[src/rtl/xbus_pkg.sv]
// Shared types and constants for the X-bus (and future Y-bus) multicast controllers.
package xbus_pkg;

    // Width of the tag and ID fields for a bus with num_col columns.
    function automatic int unsigned id_width(input int unsigned num_col);
        return $clog2(num_col) + 1;
    endfunction

    // Tag value that never matches, even against disabled (zero) table entries.
    localparam int unsigned NULL_TAG = 0;

    // Width of the saturating drop counter.
    localparam int unsigned DROP_CNT_W = 16;

    typedef enum logic {
        ST_EMPTY,
        ST_HOLD
    } state_e;

endpackage

[src/rtl/xbus_tag_match.sv]
// Compares one tag against every column's ID and returns the multicast mask.
module xbus_tag_match
    import xbus_pkg::*;
#(
    parameter int unsigned NUM_COL  = 8,
    parameter int unsigned ID_WIDTH = id_width(NUM_COL)
) (
    input  logic [ID_WIDTH-1:0]         in_tag_i,
    input  logic [NUM_COL*ID_WIDTH-1:0] id_table_i,
    output logic [NUM_COL-1:0]          mask_o
);

    // A column matches on equal, non-null ID.
    always_comb begin
        mask_o = '0;
        for (int unsigned i = 0; i < NUM_COL; i++) begin
            mask_o[i] = (in_tag_i != ID_WIDTH'(NULL_TAG)) &&
                        (in_tag_i == id_table_i[i*ID_WIDTH +: ID_WIDTH]);
        end
    end

endmodule

[src/rtl/xbus_multicast_ctrl.sv]
// Holds one tagged ifmap word and multicasts it to all matching PE columns,
// retiring it only once every targeted column has acknowledged.
module xbus_multicast_ctrl
    import xbus_pkg::*;
#(
    parameter int unsigned DATA_WIDTH = 16,
    parameter int unsigned NUM_COL    = 8,
    parameter int unsigned ID_WIDTH   = id_width(NUM_COL)
) (
    input  logic                       bus_clk,
    input  logic                       rst,
    input  logic                       cfg_we,
    input  logic [$clog2(NUM_COL)-1:0] cfg_col,
    input  logic [ID_WIDTH-1:0]        cfg_id,
    input  logic                       in_valid,
    output logic                       in_ready,
    input  logic [DATA_WIDTH-1:0]      in_data,
    input  logic [ID_WIDTH-1:0]        in_tag,
    output logic [NUM_COL-1:0]         pe_valid,
    input  logic [NUM_COL-1:0]         pe_ready,
    output logic [DATA_WIDTH-1:0]      pe_data,
    output logic [DROP_CNT_W-1:0]      drop_cnt,
    output logic                       busy
);

    state_e                             state_q, state_d;
    logic [NUM_COL-1:0]                 pend_q, pend_d;
    logic [DATA_WIDTH-1:0]              data_q, data_d;
    logic [DROP_CNT_W-1:0]              drop_q, drop_d;
    logic [NUM_COL-1:0][ID_WIDTH-1:0]   id_table_q, id_table_d;

    logic [NUM_COL-1:0] mask;
    logic [NUM_COL-1:0] remain;
    logic               hold;

    // Mask uses the registered table, so a same-cycle cfg write is not seen.
    xbus_tag_match #(
        .NUM_COL  (NUM_COL),
        .ID_WIDTH (ID_WIDTH)
    ) u_tag_match (
        .in_tag_i   (in_tag),
        .id_table_i (id_table_q),
        .mask_o     (mask)
    );

    // Handshake outputs; in_ready depends only on state, pend and pe_ready.
    always_comb begin
        hold     = (state_q == ST_HOLD);
        remain   = pend_q & ~pe_ready;
        in_ready = !rst && (!hold || (remain == '0));
        pe_valid = hold ? pend_q : '0;
        pe_data  = data_q;
        busy     = hold;
        drop_cnt = drop_q;
    end

    // Next-state: ack collection, capture/drop of incoming words, table writes.
    always_comb begin
        state_d    = state_q;
        pend_d     = pend_q;
        data_d     = data_q;
        drop_d     = drop_q;
        id_table_d = id_table_q;

        if (hold) begin
            pend_d = remain;
            if (remain == '0) begin
                state_d = ST_EMPTY;
            end
        end

        // Accepting on the retire cycle gives back-to-back words with no bubble.
        if (in_valid && in_ready) begin
            if (mask != '0) begin
                data_d  = in_data;
                pend_d  = mask;
                state_d = ST_HOLD;
            end else if (drop_q != '1) begin
                drop_d = drop_q + 1'b1;
            end
        end

        if (cfg_we && (32'(cfg_col) < NUM_COL)) begin
            id_table_d[cfg_col] = cfg_id;
        end
    end

    // State registers with synchronous reset.
    always_ff @(posedge bus_clk) begin
        if (rst) begin
            state_q    <= ST_EMPTY;
            pend_q     <= '0;
            data_q     <= '0;
            drop_q     <= '0;
            id_table_q <= '0;
        end else begin
            state_q    <= state_d;
            pend_q     <= pend_d;
            data_q     <= data_d;
            drop_q     <= drop_d;
            id_table_q <= id_table_d;
        end
    end

endmodule

[config.mk]
export PLATFORM = sky130hd
export DESIGN_NAME = xbus_multicast_ctrl
export DESIGN_NICKNAME = d
export VERILOG_FILES = /design/src/rtl/xbus_pkg.sv /design/src/rtl/xbus_tag_match.sv /design/src/rtl/xbus_multicast_ctrl.sv
export SDC_FILE = /design/constraint.sdc
export NUM_CORES = 1
export LEC_CHECK = 0
export ABC_AREA = 0
export BUFFER_PORTS_ARGS = -buffer_cell sky130_fd_sc_hd__buf_2
export CELL_PAD_IN_SITES_DETAIL_PLACEMENT = 1
export CELL_PAD_IN_SITES_GLOBAL_PLACEMENT = 2
export CORE_UTILIZATION = 29
export DETAILED_ROUTE_END_ITERATION = 8
export PLACE_DENSITY = 0.73
export SLEW_MARGIN = 25
export SYNTH_ARGS = -nofsm -noshare
export SYNTH_HDL_FRONTEND = slang
export SYNTH_SLANG_ARGS = --single-unit
[constraint.sdc]
create_clock -name bus_clk -period 2 [get_ports bus_clk]
set_input_delay 0 -clock bus_clk [delete_from_list [all_inputs] [get_ports bus_clk]]
set_output_delay 0 -clock bus_clk [all_outputs]
set_load 0.01 [all_outputs]
==> results by group, run 1 <==
Placed design
  • Port bufs: 80
  • Placed cell area: 4280 um2
  • Hpwl dp: 7330 um
  • Place WS: -344 ps
  • Placer Congestion: 0.752

STA
  • Worst-margin pin slew: 790 ps
  • Slew Viols, Final: 0
  • Final Hold Fails: 0
  • Total negative slack: -3580 ps
  • Max Clock Freq: 460 MHz
  • RSZ-0062 raised after global routing: yes
  • Final Cycle Share: 109%
  • Setup ws final: -172 ps
  • Final setup skew: 7.17 ps
  • Final setup viols: 39
  • Slew HR: 47.4%
  • Final min period: 2170 ps

Power and ir drop
  • Sw frac: 27.4%
  • Power per cell area: 707 nW/um2
  • Clock share of power: 43.9%
  • P_int: 0.00278 W
  • Gate power share: 16.4%
  • Tot Pwr: 0.00383 W
  • Sequential power share: 39.6%
  • VDD IR max: 0.000343 V
  • LEAKAGE: 2.26 nW
  • Sw Pwr: 0.00105 W

Floorplanning
  • DIE AREA: 12,500 um2
  • Number of top-level pins: 81
  • Die width: 112 um
  • Effective utilization at floorplan: 30.1%
  • CORE AREA: 11,600 um2
  • Die Ht: 112 um
  • Rows: 39

Yosys
  • Most frequent cells after synthesis: 73 x dfxtp_1, 38 x nand2_1, 37 x nor2_1, 32 x mux2i_1, 28 x a21oi_1
  • Adder-cell share of the synthesized area: 0.357%
  • Post-synthesis sequential area ratio: 41.7%
  • Async SR Flop Fraction: 0%
  • Mux cell area share after synthesis: 9.79%
  • Post-synth EDFFs: 0
  • Mapped Cells: 401
  • Synthesized area per cell: 8.73 um2
  • Largest family of logic cells by synthesized area: simple AND/OR/NAND/NOR gates
  • Synth top area cells: dfxtp_1 42%, mux2i_1 9.1%, xor2_1 4.5%
  • Synth Area in XOR/XNOR: 8.01%
  • #FFs+latches synth: 73
  • Synthesized area: 3500 um2
  • Number of distinct library cells after synthesis: 43
  • Compound-gate portion of the synthesized area: 11.9%
  • Synth area leader: dfxtp_1
  • Syn Nets: 441
  • Post-synth top area share: 41.7%
  • Simple logic cell fraction of the synthesized area: 23.4%
  • Most numerous cell in the Yosys netlist: dfxtp_1
  • Number of warnings printed during yosys synthesis: 0
  • Main synth FF type: dfxtp_1

GRT
  • Gr ovfl total: 0
  • First-pass GRT wire length: 18,900 um
  • Pin count of the biggest net entering global routing: 64
  • Vias in the first global route: 3,613
  • Initial antenna violation count: 0
  • All-layer global routing usage: 19.4%

CTS
  • CTS Buf Count: 9
  • Clk slew on worst S/H paths: 60 ps
  • Root buffer cell: clkbuf_16
  • Sink Count: 73
  • Worst-Skew Late Latency: 340 ps
  • CTS tree: built
  • H-tree levels: 3
  • Longest Clk Path Bufs: 2

Worst setup path
  • CP cell instances: xor2_1, nor4_2, o41ai_4, nand4_1, nand2b_4, or4_1, a21oi_1
  • Critical path type: reg2reg
  • Worst path max stage delay: 510 ps
  • Critical path capture point type: flop
  • CP max FO: 6
  • Crit start category: flop
  • Slowest CP cell: or4_1
  • Req. time, crit path: 2270 ps
  • WP data arrival: 2440 ps

Finish
  • Fillers: 1,345
  • Syn-to-layout area delta: 54.8%
  • Layout cell share with drive strength beyond 1: 43.8%
  • Nets: 579
  • Post-Layout Inst Area: 5420 um2
  • Reg area: 1480 um2
  • Antenna diodes: 0
  • Multi-input logic area: 2370 um2

Outcome
  • Outcome: finished with violations
  • Failing checks: DRC, setup timing

Detailed routing
  • Via count: 3,474
  • Vias per cell: 5.06
  • Final WL: 11,700 um
  • DRC Markers: 3
  • DRT iter0 DRCs: 166
  • WL per Instance: 17.0 um
  • Pre-antenna DRT Iters: 6
  • DRT antenna net count: 0

Hold path
  • Min-delay worst type: in2reg

Run
  • Max Cap Viol: 0
## critical path, delay by kind of cell, from the launching register on
kind	cells	cell delay (ps)
and+or+nand+nor	4	1090
AOI/OAI and AO/OA	2	490
DFF	1	330
xor gates and xnor gates	1	180
## logic make-up after synthesis
kind of cell               after synthesis
muxes                                   34
xor gates and xnor gates                32
and+or+nand+nor                        161
adders and majority gates                1
DFF                                     73
buffers and inverters                   37
AOI/OAI and AO/OA                       63
## power groups by stage
stage / Sequential, W / Combinational (W) / Clock (W)
floorplan: 0.00155 / 0.000250 / 0
finish: 0.00152 / 0.000629 / 0.00168
CTS: 0.00152 / 0.000584 / 0.00172
detailed placement: 0.00154 / 0.000435 / 0
global route: 0.00152 / 0.000676 / 0.00178
global placement: 0.00154 / 0.000428 / 0
## final cells by class
cell class	count	share of cell area (%)
inverters	8	0.554
multi-input cells	294	43.7
flip-flops and latches	73	27.3
repair buffers	153	19.5
well taps	143	3.30
clock inverters	6	1.25
clock buffers	10	4.41
## what timing repair did
| item | CTS | global route |
|---|---|---|
| resized for setup | 75 | 42 |
| pin swaps | 56 | 18 |
| setup buffers | 4 | 5 |
| hold buffers | 21 | 0 |
| endpoints found under the hold margin | 21 | 0 |
| cloned | 4 | 0 |
| setup endpoints to repair | 41 | 41 |
## per-stage QoR
stage	hold WS, ps	instances	util (%)
after global placement	254	638	36.8
after floorplan	141	401	-
after detailed placement	261	638	36.8
final	8.52	687	46.6
after CTS	4.67	682	44.6
after global routing	25.9	687	46.6
## cells in the final DEF, fill, tap and decap left out, types with 3 or more instances in the layout
master and n:
xor2_2 14, nor3_1 5, a32o_1 4, nand2b_4 4, inv_1 8, nand2_4 7, nand2_1 20, nand4_1 7
or4_1 6, o31ai_2 4, buf_6 7, mux2i_1 32, xnor2_1 14, nand3_1 25, a21oi_1 16, and2_1 11
nand2_2 11, o22ai_1 4, dfxtp_1 59, nand2b_1 4, a21oi_2 12, nor4_4 3, o311a_1 4, dfxtp_2 14
nor2_1 35, and3_1 6, buf_4 43, dlygate4sd3_1 21, clkbuf_16 10, buf_2 80, nand4b_1 3, xor2_1 4
## sequential cells by signal (all words and copies together), names as in the netlist
name        flops
pend_q          8
id_table_q     32
busy            1
pe_data        16
drop_cnt       16
## path summary, 6_finish.rpt
check,start,end,slack (ps),cells after the start
worst max-delay path,id_table_q[1],drop_cnt[7],-170,7
worst min register to register,pe_data[4],pe_data[4],450,2
worst min-delay path,pe_ready[4],pend_q[4],9,3
worst max register to register,id_table_q[1],drop_cnt[7],-170,7
## routing by layer
metal / part of all wire, % / GRT usage, %
met5: 0 / 0
met4: 1.6 / 7.39
met3: 3.0 / 3.21
met2: 50 / 34.0
met1: 45 / 23.8
No activity file was read; power rests on OpenSTA's default activity.
==> run 2: changes to the inputs <==
--- a/config.mk
+++ b/config.mk
@@ -12,6 +12,7 @@
 export CORE_UTILIZATION = 29
 export DETAILED_ROUTE_END_ITERATION = 8
 export PLACE_DENSITY = 0.73
+export SKIP_CTS_REPAIR_TIMING = 1
 export SLEW_MARGIN = 25
 export SYNTH_ARGS = -nofsm -noshare
 export SYNTH_HDL_FRONTEND = slang
==> run 2 against run 1 <==
  * The run ends with DRC, hold timing, setup timing left
  * Sequential power about the same
  * Fmax up 2.7%
  * Via count down 2.7%
  * Worst hold slack worse by 40 ps
  * Routed wire length down 4.2%
  * Global-route usage down 2.1 points
  * Largest cell class unchanged
==> results by group, run 2 (same netlist as run 1, synthesis figures left out) <==
STA
  • Worst-margin pin slew: 738 ps (was 790 ps)
  • Final min period: 2120 ps (was 2170 ps)
  • Slew Viols, Final: 0 (unchanged)
  • Hold Slack: -31.8 ps (was 8.52 ps)
  • RSZ-0062 raised after global routing: yes (unchanged)
  • Final Hold Fails: 1 (was 0)
  • Total negative slack: -1410 ps (was -3580 ps)
  • Setup ws final: -116 ps (was -172 ps)
  • Final Cycle Share: 106% (was 109%)
  • Max Clock Freq: 473 MHz (was 460 MHz)
  • Slew HR: 50.8% (was 47.4%)
  • Final setup viols: 30 (was 39)
  • Final setup skew: 7.23 ps (was 7.17 ps)

Finish
  • Commonest non-fill, non-tap cell in the layout: buf_2 (unchanged)
  • Reg with most FFs: id_table_q (unchanged)
  • Commonest non-fill, non-tap cells in the layout: 80 x buf_2, 58 x dfxtp_1, 40 x buf_4, 36 x nand2_1, 35 x nor2_1 (was 80 x buf_2, 59 x dfxtp_1, 43 x buf_4, 35 x nor2_1, 32 x mux2i_1)
  • Max FFs per register: 32 (unchanged)
  • Antenna diodes: 0 (unchanged)
  • Syn-to-layout area delta: 47.7% (was 54.8%)
  • Fin util: 44.5% (was 46.6%)
  • Layout cell share with drive strength beyond 1: 37.6% (was 43.8%)
  • Nets: 572 (was 579)
  • Fillers: 1,348 (was 1,345)

Worst setup path
  • Crit start category: flop (unchanged)
  • WP data arrival: 2380 ps (was 2440 ps)
  • Worst R2R Start: id_table_q[3] (was id_table_q[1])
  • Worst reg2reg setup slack: -120 ps (was -170 ps)
  • Reg2reg path depth: 9 (was 7)
  • Critical path type: reg2reg (unchanged)
  • Critical path capture point type: flop (unchanged)
  • R2R Path End: drop_cnt[0] (was drop_cnt[7])
  • Req. time, crit path: 2260 ps (was 2270 ps)
  • CP max FO: 6 (unchanged)

GRT
  • Gr ovfl total: 0 (unchanged)
  • All-layer global routing usage: 17.3% (was 19.4%)
  • First-pass GRT wire length: 17,100 um (was 18,900 um)
  • Vias in the first global route: 3,311 (was 3,613)
  • Initial antenna violation count: 0 (unchanged)
  • Pin count of the biggest net entering global routing: 64 (unchanged)

CTS
  • Clk slew on worst S/H paths: 60 ps (about the same)
  • Worst-Skew Late Latency: 340 ps (about the same)
  • Root buffer cell: clkbuf_16 (unchanged)
  • H-tree levels: 3 (unchanged)
  • Longest Clk Path Bufs: 2 (unchanged)
  • Sink Count: 73 (unchanged)
  • CTS tree: built (unchanged)
  • CTS Buf Count: 9 (unchanged)

Placed design
  • Placer Congestion: 0.752 (unchanged)
  • Hpwl dp: 7330 um (unchanged)
  • Port bufs: 80 (unchanged)

Run
  • Max Cap Viol: 0 (unchanged)

Hold path
  • Worst Hold Launch: pe_ready[6] (was pe_ready[4])
  • Min-delay worst type: in2reg (unchanged)
  • Hold endpoint: pend_q[6] (was pend_q[4])
  • Hold depth: 4 (was 3)

Outcome
  • Failing checks: DRC, hold timing, setup timing (was DRC, setup timing)
  • Outcome: finished with violations (unchanged)

Power and ir drop
  • VDD IR max: 0.000333 V (was 0.000343 V)
  • Power per cell area: 727 nW/um2 (was 707 nW/um2)
  • LEAKAGE: 2.19 nW (was 2.26 nW)

Detailed routing
  • DRC Markers: 3 (unchanged)
  • Final WL: 11,200 um (was 11,700 um)
  • DRT antenna net count: 0 (unchanged)
  • WL per Instance: 16.5 um (was 17.0 um)
  • Pre-antenna DRT Iters: 6 (unchanged)
  • Via count: 3,381 (was 3,474)
  • DRT iter0 DRCs: 127 (was 166)
  • Vias per cell: 4.97 (was 5.06)

Floorplanning
  • Rows: 39 (unchanged)
  • CORE AREA: 11,600 um2 (unchanged)
  • Number of top-level pins: 81 (unchanged)
  • Die Ht: 112 um (unchanged)
  • Effective utilization at floorplan: 30.1% (unchanged)
  • DIE AREA: 12,500 um2 (unchanged)
  • Die width: 112 um (unchanged)
run 2: cell types whose count changed in the layout (fill, tap and decap cells not counted), sizes merged:
cell,before,now
dlygate4sd3,21,19
clkbuf,11,10
buf,131,127
run 2: cell type report:
type	count	area [um2]	share of cell area, %
timing repair buffer	146	978	18.9
sequential	73	1480	28.6
clock buffer	10	239	4.62
clock inverter	6	67.6	1.31
multi-input combinational	294	2200	42.5
tap	143	179	3.46
inverter	8	30.0	0.581
run 2: per-stage QoR:
| step | power, W | area, um2 | setup slack (ps) | hold WS [ps] | cells |
|---|---|---|---|---|---|
| after floorplan | 0.00180 | 3500 | 13.6 | 141 | 401 |
| after global placement | 0.00197 | 4280 | -211 | 254 | 638 |
| after detailed placement | 0.00198 | 4280 | -344 | 261 | 638 |
| after CTS | 0.00367 | 4580 | -372 | -101 | 654 |
| after global routing | 0.00392 | 5170 | -199 | 9.61 | 680 |
| final | 0.00376 | 5170 | -116 | -31.8 | 680 |
run 2: worst max-delay path, stage by stage (launching register included):
cell	delay, ps
dfxtp_2	340
xor2_1	170
nor4_2	90
o41ai_4	330
nand4_1	140
buf_6	150
nand2b_4	190
buf_6	150
or3_4	360
a21oi_2	120
run 2: worst max-delay path by stage:
stage,to,slack [ps],cells after the start,from
after floorplan,drop_cnt[3],10,8,drop_cnt[0]
after global placement,drop_cnt[3],-210,8,id_table_q[8]
after detailed placement,drop_cnt[3],-340,8,id_table_q[10]
after CTS,drop_cnt[3],-370,8,id_table_q[10]
after global routing,drop_cnt[0],-200,9,id_table_q[14]
final,drop_cnt[0],-120,9,id_table_q[3]
run 2: power breakdown:
| part | switching (W) | internal [W] |
|---|---|---|
| sequential | 0.0000228 | 0.00149 |
| combinational | 0.000321 | 0.000260 |
| clock | 0.000664 | 0.00100 |
run 2: per-layer routing:
| layer | share of wire (%) | up-vias | GRT usage [%] |
|---|---|---|---|
| li1 | - | 1670 | - |
| met4 | 1.3 | 0 | 6.76 |
| met5 | 0 | - | 0 |
| met2 | 49 | 50 | 28.8 |
| met3 | 2.6 | 9 | 3.21 |
| met1 | 47 | 1652 | 22.2 |
==> run 3: changes to the inputs <==
--- a/config.mk
+++ b/config.mk
@@ -6,12 +6,13 @@
 export NUM_CORES = 1
 export LEC_CHECK = 0
 export ABC_AREA = 0
-export BUFFER_PORTS_ARGS = -buffer_cell sky130_fd_sc_hd__buf_2
+export BUFFER_PORTS_ARGS = -buffer_cell sky130_fd_sc_hd__clkbuf_2
 export CELL_PAD_IN_SITES_DETAIL_PLACEMENT = 1
 export CELL_PAD_IN_SITES_GLOBAL_PLACEMENT = 2
-export CORE_UTILIZATION = 29
+export CORE_UTILIZATION = 34
 export DETAILED_ROUTE_END_ITERATION = 8
-export PLACE_DENSITY = 0.73
+export PLACE_DENSITY = 0.81
+export SETUP_SLACK_MARGIN = 0.15
 export SKIP_CTS_REPAIR_TIMING = 1
 export SLEW_MARGIN = 25
 export SYNTH_ARGS = -nofsm -noshare
==> constraint.sdc (replaced) <==
create_clock -name bus_clk -period 2.5 [get_ports bus_clk]
set_input_delay 0 -clock bus_clk [delete_from_list [all_inputs] [get_ports bus_clk]]
set_output_delay 0 -clock bus_clk [all_outputs]
set_load 0.01 [all_outputs]
==> run 3 against run 2 <==
  * The run ends with hold timing left
  * Sequential share of layout area is 4.0 points higher
  * Fmax is 7.5% lower
  * Non-clock buffer count is 33 lower
  * Routed wire length is 8.0% lower
  * Die area is 14% lower
  * Largest cell class unchanged
  * Largest power group is now sequential cells
==> results by group, run 3 (same netlist as run 1, synthesis figures left out) <==
Worst setup path
  • Worst path bufs/invs: 1 (was 2)
  • Delay-heaviest family, CP: simple AND/OR/NAND/NOR gates (unchanged)
  • CP cell instances: xor2_1, nor4_2, buf_4, o41ai_2, nand4_1, nand2b_4, or4_1, a21oi_2 (was xor2_1, nor4_2, o41ai_4, nand4_1, buf_6, nand2b_4, buf_6, or3_4, a21oi_2)
  • Critical path type: reg2reg (unchanged)
  • Worst path max stage delay: 540 ps (was 360 ps)
  • WP data arrival: 2550 ps (was 2380 ps)
  • Slowest CP cell: or4_1 (was or3_4)
  • Critical path capture point type: flop (unchanged)
  • Req. time, crit path: 2760 ps (was 2260 ps)
  • Crit start category: flop (unchanged)
  • CP max FO: 8 (was 6)

GRT
  • Vias in the first global route: 3,048 (was 3,311)
  • All-layer global routing usage: 18.8% (was 17.3%)
  • Pin count of the biggest net entering global routing: 65 (was 64)
  • Gr ovfl total: 0 (unchanged)
  • First-pass GRT wire length: 15,500 um (was 17,100 um)
  • Initial antenna violation count: 0 (unchanged)

STA
  • Final min period: 2290 ps (was 2120 ps)
  • Setup ws final: 213 ps (was -116 ps)
  • Total negative slack: 0 ps (was -1410 ps)
  • Final Hold Fails: 1 (unchanged)
  • Final setup skew: 8.95 ps (was 7.23 ps)
  • Worst-margin pin slew: 936 ps (was 738 ps)
  • Slew HR: 37.5% (was 50.8%)
  • Slew Viols, Final: 0 (unchanged)
  • RSZ-0062 raised after global routing: yes (unchanged)
  • Max Clock Freq: 437 MHz (was 473 MHz)
  • Hold Slack: -1.72 ps (was -31.8 ps)
  • Final setup viols: 0 (was 30)
  • Final Cycle Share: 91.5% (was 106%)

Finish
  • Fillers: 1,162 (was 1,348)
  • Final cell count without fillers: 635 (was 680)
  • Max FFs per register: 32 (unchanged)
  • Nets: 538 (was 572)
  • Syn-to-layout area delta: 28.9% (was 47.7%)
  • Commonest non-fill, non-tap cell in the layout: clkbuf_2 (was buf_2)
  • Layout cell share with drive strength beyond 1: 26.9% (was 37.6%)
  • Fin util: 45.8% (was 44.5%)
  • Antenna diodes: 0 (unchanged)
  • Reg with most FFs: id_table_q (unchanged)
  • Commonest non-fill, non-tap cells in the layout: 80 x clkbuf_2, 65 x dfxtp_1, 38 x nand2_1, 37 x nor2_1, 32 x mux2i_1 (was 80 x buf_2, 58 x dfxtp_1, 40 x buf_4, 36 x nand2_1, 35 x nor2_1)

Power and ir drop
  • LEAKAGE: 1.88 nW (was 2.19 nW)
  • Sequential power share: 50.7% (was 40.3%)
  • Sw frac: 27.9% (was 26.8%)
  • Clock share of power: 34.1% (was 44.3%)
  • Sw Pwr: 0.000667 W (was 0.00101 W)
  • Power per cell area: 529 nW/um2 (was 727 nW/um2)
  • Gate power share: 15.2% (was 15.5%)
  • VDD IR max: 0.000264 V (was 0.000333 V)
  • P_int: 0.00172 W (was 0.00275 W)

Run
  • Max Cap Viol: 0 (unchanged)

Outcome
  • Failing checks: hold timing (was DRC, hold timing, setup timing)
  • Outcome: finished with violations (unchanged)

Floorplanning
  • Number of top-level pins: 81 (unchanged)
  • Effective utilization at floorplan: 35.5% (was 30.1%)
  • DIE AREA: 10,700 um2 (was 12,500 um2)
  • Rows: 36 (was 39)
  • Die width: 103 um (was 112 um)
  • Die Ht: 103 um (was 112 um)
  • CORE AREA: 9860 um2 (was 11,600 um2)

Detailed routing
  • Pre-antenna DRT Iters: 4 (was 6)
  • WL per Instance: 16.2 um (was 16.5 um)
  • Top layer in use: met4 (unchanged)
  • Final WL: 10,300 um (was 11,200 um)
  • DRT iter0 DRCs: 66 (was 127)
  • Met3 Wirelength: 256 um (was 286 um)
  • Via count: 3,287 (was 3,381)
  • DRT antenna net count: 0 (unchanged)
  • DRC Markers: 0 (was 3)
  • Metal2 WL: 5170 um (was 5490 um)
  • Vias per cell: 5.18 (was 4.97)
  • Routed metal-1 wirelength: 4800 um (was 5290 um)

CTS
  • H-tree levels: 3 (unchanged)
  • Longest Clk Path Bufs: 2 (unchanged)
  • CTS Buf Count: 9 (unchanged)
  • Clk slew on worst S/H paths: 80 ps (was 60 ps)
  • Worst-Skew Late Latency: 340 ps (about the same)
  • Root buffer cell: clkbuf_8 (was clkbuf_16)
  • CTS tree: built (unchanged)
  • Sink Count: 73 (unchanged)

Placed design
  • Placed Cells: 595 (was 638)
  • Hpwl dp: 6940 um (was 7330 um)
  • Placer Congestion: 0.774 (was 0.752)
  • Place WS: 189 ps (was -344 ps)
  • Port bufs: 80 (unchanged)

Hold path
  • Min-delay worst type: in2reg (unchanged)
[run 3: per-stage QoR]
| step | power [W] | cell area [um2] |
|---|---|---|
| 6_report | 0.00239 | 4510 |
| 5_1_grt | 0.00251 | 4510 |
| 4_1_cts | 0.00235 | 4170 |
| 3_5_place_dp | 0.00154 | 4010 |
| 3_3_place_gp | 0.00153 | 4010 |
| 2_1_floorplan | 0.00144 | 3500 |
[run 3: cell type report]
cell class	count	area [um2]	area share, %
multi-input cells	293	1980	44.0
flip-flops and latches	73	1470	32.6
repair buffers	113	698	15.5
well taps	133	166	3.69
clock buffers	12	145	3.22
inverters	8	30.0	0.665
clock inverters	3	17.5	0.388
[run 3: final timing paths]
check / from / to / slack, ps / cells after the start
setup reg to reg: id_table_q[15] / drop_cnt[4] / 210 / 8
hold / removal: pe_ready[1] / pend_q[1] / -2 / 4
setup / recovery: id_table_q[15] / drop_cnt[4] / 210 / 8
hold reg to reg: pe_data[11] / pe_data[11] / 460 / 2
[run 3: power by group through the flow]
| stage | clock network [W] | logic [W] | registers (W) |
|---|---|---|---|
| 3_3_place_gp | 0 | 0.000295 | 0.00124 |
| 4_1_cts | 0.000840 | 0.000300 | 0.00121 |
| 2_1_floorplan | 0 | 0.000200 | 0.00124 |
| 5_1_grt | 0.000901 | 0.000399 | 0.00122 |
| 6_report | 0.000815 | 0.000362 | 0.00121 |
| 3_5_place_dp | 0 | 0.000299 | 0.00124 |
[run 3: routing by layer]
metal / up-vias / global-route usage [%]
li1: 1600 / -
met1: 1624 / 25.4
met2: 54 / 30.9
met3: 9 / 2.69
met4: 0 / 5.53
met5: - / 0
[run 3: worst register-to-register path, delay by kind of cell, from the launching register on]
kind	cells	cell delay [ps]
simple gates	4	1140
compound gates	2	410
flops	1	340
xor+xnor	1	190
buf+inv	1	140
